**src/rtl/timebase_ctr.sv**
```systemverilog
// timebase_ctr: PWM timebase made of a prescaler and a period counter.
// The period counter runs edge-aligned (up-count, wrap to 0) or
// center-aligned (up/down). sync_pulse marks each prescale tick and
// period_end marks each period boundary; both are combinational.
//
// Optional feature macro: TIMEBASE_SHADOW_EN
//   defined   - period/prescale/mode are shadowed in registers that load at
//               a period boundary or while the timebase is disabled.
//   undefined - period/prescale/mode come straight from the inputs.
module timebase_ctr #(
  parameter int APB_DWIDTH = 8
) (
  input  logic                  PCLK,
  input  logic                  PRESETN,
  input  logic                  enable,
  input  logic                  center_mode,
  input  logic [APB_DWIDTH-1:0] period_reg,
  input  logic [APB_DWIDTH-1:0] prescale_reg,
  output logic [APB_DWIDTH-1:0] period_cnt,
  output logic                  cnt_dir,
  output logic                  sync_pulse,
  output logic                  period_end
);

  typedef enum logic {
    DIR_DOWN = 1'b0,
    DIR_UP   = 1'b1
  } dir_e;

  localparam logic [APB_DWIDTH-1:0] ONE = APB_DWIDTH'(1);

  // Active settings used by the counters
  logic [APB_DWIDTH-1:0] p_a;
  logic [APB_DWIDTH-1:0] s_a;
  logic                  m_a;

  logic [APB_DWIDTH-1:0] presc_cnt;
  logic                  presc_wrap;
  logic                  tick;

  dir_e                  dir_q;
  dir_e                  dir_nxt;
  logic [APB_DWIDTH-1:0] cnt_nxt;
  logic                  boundary;

`ifdef TIMEBASE_SHADOW_EN
  // Shadow registers: reload at a period boundary or whenever disabled
  always_ff @(posedge PCLK or negedge PRESETN) begin
    if (!PRESETN) begin
      p_a <= '0;
      s_a <= '0;
      m_a <= 1'b0;
    end else if (period_end || !enable) begin
      p_a <= period_reg;
      s_a <= prescale_reg;
      m_a <= center_mode;
    end
  end
`else
  assign p_a = period_reg;
  assign s_a = prescale_reg;
  assign m_a = center_mode;
`endif

  // >= (not ==) so a prescale value lowered below the count still wraps
  assign presc_wrap = (presc_cnt >= s_a);
  assign tick       = enable & presc_wrap;

  // Prescaler: wraps to 0 at S_a, frozen while disabled
  always_ff @(posedge PCLK or negedge PRESETN) begin
    if (!PRESETN) begin
      presc_cnt <= '0;
    end else if (enable) begin
      presc_cnt <= presc_wrap ? '0 : presc_cnt + ONE;
    end
  end

  // Next period count, direction and boundary flag for the current tick
  always_comb begin
    cnt_nxt  = period_cnt;
    dir_nxt  = dir_q;
    boundary = 1'b0;
    if (!m_a) begin
      dir_nxt = DIR_UP;
      if (period_cnt >= p_a) begin
        cnt_nxt  = '0;
        boundary = 1'b1;
      end else begin
        cnt_nxt = period_cnt + ONE;
      end
    end else if (p_a == '0) begin
      cnt_nxt  = '0;
      dir_nxt  = DIR_UP;
      boundary = 1'b1;
    end else if (dir_q == DIR_UP) begin
      if (period_cnt >= p_a) begin
        cnt_nxt = p_a - ONE;
        dir_nxt = DIR_DOWN;
      end else begin
        cnt_nxt = period_cnt + ONE;
      end
    end else begin
      if (period_cnt == '0) begin
        cnt_nxt  = ONE;
        dir_nxt  = DIR_UP;
        boundary = 1'b1;
      end else begin
        cnt_nxt = period_cnt - ONE;
      end
    end
  end

  // Period counter and direction advance only on a prescale tick
  always_ff @(posedge PCLK or negedge PRESETN) begin
    if (!PRESETN) begin
      period_cnt <= '0;
      dir_q      <= DIR_UP;
    end else if (tick) begin
      period_cnt <= cnt_nxt;
      dir_q      <= dir_nxt;
    end
  end

  assign cnt_dir    = dir_q;
  assign sync_pulse = tick;
  assign period_end = tick & boundary;

endmodule

```
**config.mk**
```make
export PLATFORM = sky130hd
export DESIGN_NAME = timebase_ctr
export DESIGN_NICKNAME = d
export VERILOG_FILES = /design/src/rtl/timebase_ctr.sv
export SDC_FILE = /design/constraint.sdc
export NUM_CORES = 1
export LEC_CHECK = 0
export ABC_AREA = 1
export BUFFER_PORTS_ARGS = -buffer_cell sky130_fd_sc_hd__buf_2
export CAP_MARGIN = 25
export CORE_MARGIN = 4
export CORE_UTILIZATION = 62
export CTS_CLUSTER_SIZE = 8
export DETAILED_ROUTE_END_ITERATION = 8
export PLACE_DENSITY = 0.86
export SYNTH_ARGS = -nofsm -noshare
export SYNTH_HDL_FRONTEND = slang
export SYNTH_SLANG_ARGS = --single-unit
```
**constraint.sdc**
```tcl
create_clock -name PCLK -period 3.6 [get_ports PCLK]
set_input_delay 0.72 -clock PCLK [delete_from_list [all_inputs] [get_ports PCLK]]
set_output_delay 0.72 -clock PCLK [all_outputs]
set_load 0.01 [all_outputs]
```
== Word-level counts from Yosys, hierarchy flattened ==
Index checks and enable logic that the tools add are counted.
Cells by class
  $add $sub $neg: 4
  $lt $le $gt $ge: 2
  multiplexer cells: 16
  bitwise operators: 2
  reduce and logical (&&, ||, !) cells: 2
Operators by type and width (count)
  2-to-1 mux 8 bit: 7
  adder 8 x 1 -> 8 bit, second input constant: 2
  greater-or-equal comparator 8 bit: 2
  logical NOT 8 bit: 2
  subtractor 8 x 1 -> 8 bit, second input constant: 2
  2-to-1 mux 1 bit: 9
  AND 1 bit: 2
Storage, ports and cells
  flip-flop bits (word level): 17
  logic and storage cells: 29

== Longest topological paths before layout ==
Gate-level depths: netlist of run 1.
  depth after elaboration: 6
  gate-level depth with buffers: 16
  depth with buffers taken out: 16

== Worst setup path after synthesis of run 1 ==
Ideal clock, no wire load.
  path kind: in2out
  start: in prescale_reg[7]
  end: out period_end
  arrival time: 1870 ps
  required time: 2880 ps
  path slack: 1010 ps
  stages on the path: 9
  buffers on the path: 1
  path through: inv_1 -> ha_1 -> nand2_1 -> nor2_1 -> nand4_1 -> nand3_2 -> nand2_2 -> buf_6 -> nor3_1
Between the ends
  cells in the longest elaborated chain, start to end: 3
Ends and longest elaborated chain
  start, declared: line 18  | input logic [APB_DWIDTH-1:0] prescale_reg,
  greater-or-equal comparator 8 bit: line 66  | assign presc_wrap = (presc_cnt >= s_a);
  AND 1 bit: line 67  | assign tick = enable & presc_wrap;
  AND 1 bit: line 126  | assign period_end = tick & boundary;
  end, declared: line 22  | output logic period_end
Every way passes these cells.

== Worst setup path after layout of run 1 ==
  start: in prescale_reg[7]
  end: out sync_pulse
Between the ends
  cells in the longest elaborated chain, start to end: 2
Ends and longest elaborated chain
  greater-or-equal comparator 8 bit: line 66
  AND 1 bit: line 67
  end, declared: line 21  | output logic sync_pulse,
Every way passes these cells.

==> flow_summary_export.csv, run 1 <==
group,metric,value,unit
synthesis,synthXorXnorAreaFrac,4.50,%
synthesis,ys_warn_count,0,
detailed_routing,wl,4.31,mm
detailed_routing,first_iter_violations,101,
synthesis,synthAdderAreaFrac,14.2,%
finish,final_cell_mix,"nand2_1 (68), inv_1 (36), buf_2 (30)",
clock_tree,cts_setup_buffers,0,
critical_path,arrival,2210,ps
placed_design,finalWeightedCongestion,0.927,
timing,report.final.hold_viol_count,0,
clock_tree,h-tree-depth,1,
power,ir_worst_vdd,0.447,mV
grt,grt_pass1_vias,1669,
critical_path,start_kind,"input port",
clock_tree,cts_sinks,17,
flow_run,drv_cap,0,
synthesis,yosys.area_share.simple,36.4,%
finish,final_util,69.8,%
critical_path,cp_max_fo,15,
detailed_routing,drcViolationCount,0,
die,core-area,3030,um^2
timing,setup_viol,0,
clock_tree,hold_buffers,0,
placed_design,hpwl,3.53,mm
synthesis,synth_top_family_by_area,"simple AND/OR/NAND/NOR gates",
critical_path,timing.rr.end,"period_cnt[3]$_DFFE_PN0P_",
clock_tree,clk_latency,300,ps
synthesis,synthDistinctLibCells,32,
timing,max_freq,341,MHz
power,p_leak,1.16,nW
grt,grtUsageTotal,22.0,%
detailed_routing,drt-pass1-iter-count,7,
timing,setup_tns,0,ps
critical_path,endpoint_kind,"output port",
timing,fin_skew,12.2,ps
critical_path,crit_type,"input port to output port",
clock_tree,cts_made_buffers,3,
critical_path,rr_worst_depth,10,
synthesis,synthArstFlopShare,100,%
synthesis,syn_nets,326,
synthesis,synthMuxAreaShare,0,%
critical_path,critical_path_required,2880,ps
critical_path,crit_start,"prescale_reg[7]",
die,rows,20,
finish,fin_nets,355,
synthesis,synth_compound_area_share,11.6,%
die,dieArea,4100,um^2
die,die_w,64,um
die,ios,31,
critical_path,reg2reg_slack,1570,ps
timing,tightest_slew,457,ps
synthesis,synth-seq-cells,17,
synthesis,synth-main-ff-cell,"dfrtp_1",
clock_tree,postCtsResizedCells,0,
clock_tree,cts-root-buf,"clkbuf_4",
timing,drv_slew,0,
detailed_routing,vias,1900,
synthesis,synth-edff-count,0,
clock_tree,clk_pin_slew,100,ps
grt,grt_pass1_wl,7.31,mm
detailed_routing,routedWlPerCell,12.1,um
clock_tree,cts_tree,"yes",
finish,layout_commonest_cell,"nand2_1",
grt,grt-ovfl-total,0,
timing,relSlewSlack,69.5,%
finish,drive_above_1_share,21.2,%
finish,syn2layout_area_growth,8.62,%
timing,min_period_over_period,81.4,%
finish,insertedDiodeCount,0,
min_path,hold_path_class,"input port to asynchronous set/reset pin",
detailed_routing,ant_nets,0,
synthesis,synth_cells,284,
grt,grt_max_degree,18,
synthesis,syn_avg_cell_area,6.85,um^2
detailed_routing,via_per_inst,5.34,
grt,antenna_found_initial,0,
clock_tree,cts_max_path_buffers,2,
placed_design,port_buffers,30,
power,p_per_area,684,nW/um^2
timing,grt_setup_unrepaired,"no",
status,status,"finished clean",
critical_path,reg2reg_from,"period_cnt[3]$_DFFE_PN0P_",
synthesis,syn_area,1940,um^2
die,die_h,64,um
timing,min_period,2930,ps
die,start_util,64.2,%
synthesis,ys_seq_area_share,21.9,%
-- cell usage after synthesis, types with 6 or more instances --
| cell type | instances | area share, % |
|---|---|---|
| o21ai_0 | 9 | 2.3 |
| nand3_1 | 26 | 6.7 |
| ha_1 | 22 | 14 |
| nor2_1 | 24 | 4.6 |
| inv_1 | 36 | 6.9 |
| a21oi_1 | 15 | 3.9 |
| xor2_1 | 9 | 4.1 |
| inv_2 | 6 | 1.2 |
| dfrtp_1 | 16 | 21 |
| nor2_2 | 6 | 1.9 |
| nand4_1 | 7 | 2.3 |
| nand2_1 | 68 | 13 |
-- per-stage QoR --
stage	area (um^2)	worst slack (ps)	hold slack, ps	total power, mW	std cells
after CTS	2110	680	327	1.44	356
after global routing	2110	556	339	1.60	356
after floorplan	1940	1010	424	1.12	284
after detailed placement	2090	680	527	1.33	352
final	2110	670	324	1.44	356
after global placement	2090	695	523	1.31	352
-- how the worst max path moves through the flow --
stage                       to  slack, ps  depth (start not counted)
global route        sync_pulse        560                         10
global placement    sync_pulse        690                         10
floorplan           period_end       1010                          9
CTS                 sync_pulse        680                         10
detailed placement  sync_pulse        680                         10
finish              sync_pulse        670                         10
-- kinds of logic after synthesis --
logic type               Yosys count
AND/OR/NAND/NOR                  149
AO/OA/AOI/OAI                     38
adder cells (fa/ha/maj)           22
XOR/XNOR                          10
buffers and inverters             48
flip-flops                        17
-- metal layers --
layer / routed length, um / global-route usage (%) / up-vias
met5: 0 / 0 / -
met4: 16 / 2.96 / 0
met3: 295 / 4.22 / 4
met2: 1930 / 35.4 / 68
met1: 2070 / 31.1 / 843
li1: - / - / 985
-- state kept, by name, indices dropped and copies added (netlist names) --
register	cells
cnt_dir	1
period_cnt	8
presc_cnt	8
-- final cells by class --
type / instances / area, um^2
Inverter: 42 / 158
Sequential cell: 17 / 427
Multi-Input combinational cell: 219 / 1300
Clock buffer: 4 / 26.3
Fill cell: 276 / 916
Timing Repair Buffer: 30 / 150
Tap cell: 44 / 55.1
-- power by group --
group | internal [mW] | leakage [nW] | switching [mW]
Clock | 0.0432 | 0.0150 | 0.0605
Combinational | 0.353 | 0.934 | 0.565
Sequential | 0.272 | 0.214 | 0.151
Total | 0.668 | 1.16 | 0.776
-- worst max-delay path: stages --
cell,delay (ps)
buf_2,70
inv_1,30
ha_1,280
nand2_1,70
nor2_1,150
nand4_1,110
nand3_2,120
nand2_2,180
inv_2,280
buf_2,190
No activity file was read; power rests on OpenSTA's default activity.
==> inputs of run 2 (changes only) <==
- CORE_UTILIZATION: 62 -> 57
- PLACE_DENSITY: 0.86 -> 0.8
- clock period: 3.6 -> 2.7 ns (I/O delays scaled with it)
==> flow_summary_export.csv, run 2 (same netlist as run 1, synthesis figures left out) <==
group,metric,value,unit
finish,syn2layout_area_growth,11.9,%
detailed_routing,met3WireLength,341,um
critical_path,start_kind,"register",
timing,relSlewSlack,74.9,%
clock_tree,h-tree-depth,1,
critical_path,cp_top_family,"simple AND/OR/NAND/NOR gates",
timing,whs,146,ps
placed_design,hpwl,3.58,mm
grt,grt_pass1_vias,1732,
critical_path,reg2reg_slack,770,ps
critical_path,crit_type,"register to output port",
timing,drv_slew,0,
die,ios,31,
critical_path,critPathMostFrequentCell,"nand2_1",
critical_path,rr_worst_depth,10,
finish,final_util,69.0,%
finish,fin_nets,361,
power,p_per_area,912,nW/um^2
detailed_routing,dr_wl_met2,1.92,mm
die,die_h,66.4,um
power,pwr-share-comb,66.8,%
detailed_routing,ant_nets,0,
timing,min_period,2510,ps
power,p_leak,1.20,nW
grt,grt_max_degree,18,
placed_design,finalWeightedCongestion,0.969,
power,intPower,0.938,mW
critical_path,timing.rr.end,"period_cnt[1]$_DFFE_PN0P_",
placed_design,place_ws,197,ps
detailed_routing,wl,4.39,mm
timing,setup_viol,0,
timing,tightest_slew,376,ps
clock_tree,cts_made_buffers,3,
critical_path,cp.buffers_inverters,2,
clock_tree,clk_latency,290,ps
power,switching_share,52.7,%
timing,report.final.hold_viol_count,0,
detailed_routing,drcViolationCount,0,
die,rows,20,
detailed_routing,routedWlPerCell,12.1,um
detailed_routing,drt-pass1-iter-count,4,
detailed_routing,first_iter_violations,137,
timing,fin_skew,4.83,ps
critical_path,endpoint_kind,"output port",
clock_tree,cts-root-buf,"clkbuf_4",
critical_path,cp_cell_sequence,"inv_4 > ha_1 > nand2_1 > nand3_1 > nand2_1 > nand2_1 > nand2_4 > nand2_4 > nor2_4 > nor3_2 > buf_2",
finish,final_cell_mix,"nand2_1 (68), inv_1 (36), buf_2 (30)",
status,status,"finished clean",
grt,grt_pass1_wl,7.65,mm
critical_path,critical_path_required,2160,ps
critical_path,arrival,1970,ps
finish,finalNonFillerCells,362,
detailed_routing,vias,1869,
die,start_util,61.7,%
timing,max_freq,399,MHz
power,ir_worst_vdd,0.691,mV
die,core-area,3150,um^2
clock_tree,cts_max_path_buffers,2,
placed_design,placed_cells,357,
detailed_routing,top_layer,"met4",
grt,antenna_found_initial,0,
critical_path,crit_slowest_cell,"dfrtp_2",
critical_path,cpPeakStageDelay,460,ps
detailed_routing,wl_met1,2.09,mm
placed_design,port_buffers,30,
grt,grt-ovfl-total,0,
clock_tree,cts_sinks,17,
die,die_w,66.4,um
finish,layout_commonest_cell,"nand2_1",
timing,min_period_over_period,92.8,%
power,power_switching,1.05,mW
timing,layout_setup_ws,194,ps
critical_path,reg2reg_from,"presc_cnt[6]$_DFFE_PN0P_",
finish,insertedDiodeCount,0,
min_path,hold_path_class,"input port to asynchronous set/reset pin",
power,p_clk_share,6.8,%
grt,grtUsageTotal,22.3,%
flow_run,drv_cap,0,
detailed_routing,via_per_inst,5.16,
power,p_seq_share,26.4,%
critical_path,cp_max_fo,9,
clock_tree,clk_pin_slew,100,ps
clock_tree,cts_tree,"yes",
finish,drive_above_1_share,24.2,%
timing,setup_tns,0,ps
die,dieArea,4410,um^2
==> run 2: cell type report <==
| class | instances | area [um^2] |
|---|---|---|
| Multi-Input combinational cell | 219 | 1310 |
| Fill cell | 295 | 977 |
| Sequential cell | 17 | 429 |
| Timing Repair Buffer | 36 | 195 |
| Inverter | 42 | 160 |
| Tap cell | 44 | 55.1 |
| Clock buffer | 3 | 22.5 |
| Clock inverter | 1 | 5.00 |
==> run 2: power by group through the flow <==
stage               logic [mW]  clock network [mW]  registers (mW)
finish                    1.33               0.136           0.523
global route              1.52               0.157           0.545
CTS                       1.29               0.143           0.518
detailed placement        1.29                   0           0.524
global placement          1.28                   0           0.525
floorplan                0.982                   0           0.514
==> run 2: metrics by stage <==
step / area (um^2) / total power, mW
finish: 2180 / 1.98
global route: 2180 / 2.22
CTS: 2150 / 1.95
detailed placement: 2120 / 1.81
global placement: 2120 / 1.80
floorplan: 1940 / 1.50
==> run 2: worst max-delay path by stage <==
stage,startpoint,to,slack (ps),cells after the start
floorplan,prescale_reg[7],period_end,470,9
CTS,period_cnt[0]$_DFFE_PN0P_,period_end,100,11
global placement,period_reg[7],period_end,190,10
finish,period_cnt[0]$_DFFE_PN0P_,period_end,190,11
global route,period_cnt[0]$_DFFE_PN0P_,period_end,-0.2,11
detailed placement,period_reg[1],period_end,200,12
==> run 2: layer usage <==
metal | vias up | track usage (%)
met2 | 72 | 35.2
met4 | 0 | 4.57
met3 | 4 | 4.25
met1 | 804 | 31.3
met5 | - | 0
li1 | 989 | -
==> run 2: worst reg2reg max path, cell delays in order, from the launching register on <==
cell	delay, ps
dfrtp_1	430
ha_1	300
nand2_1	70
nor2_1	170
nand4_1	130
nand3_2	130
nand2_2	130
inv_2	80
buf_4	200
nor2_1	60
a31oi_1	150
==> run 2: what timing repair did <==
| action | CTS | global route |
|---|---|---|
| hold buffers | 0 | 0 |
| setup endpoints to repair | 0 | 1 |
| resized for setup | 0 | 6 |
| buffers inserted | 0 | 1 |
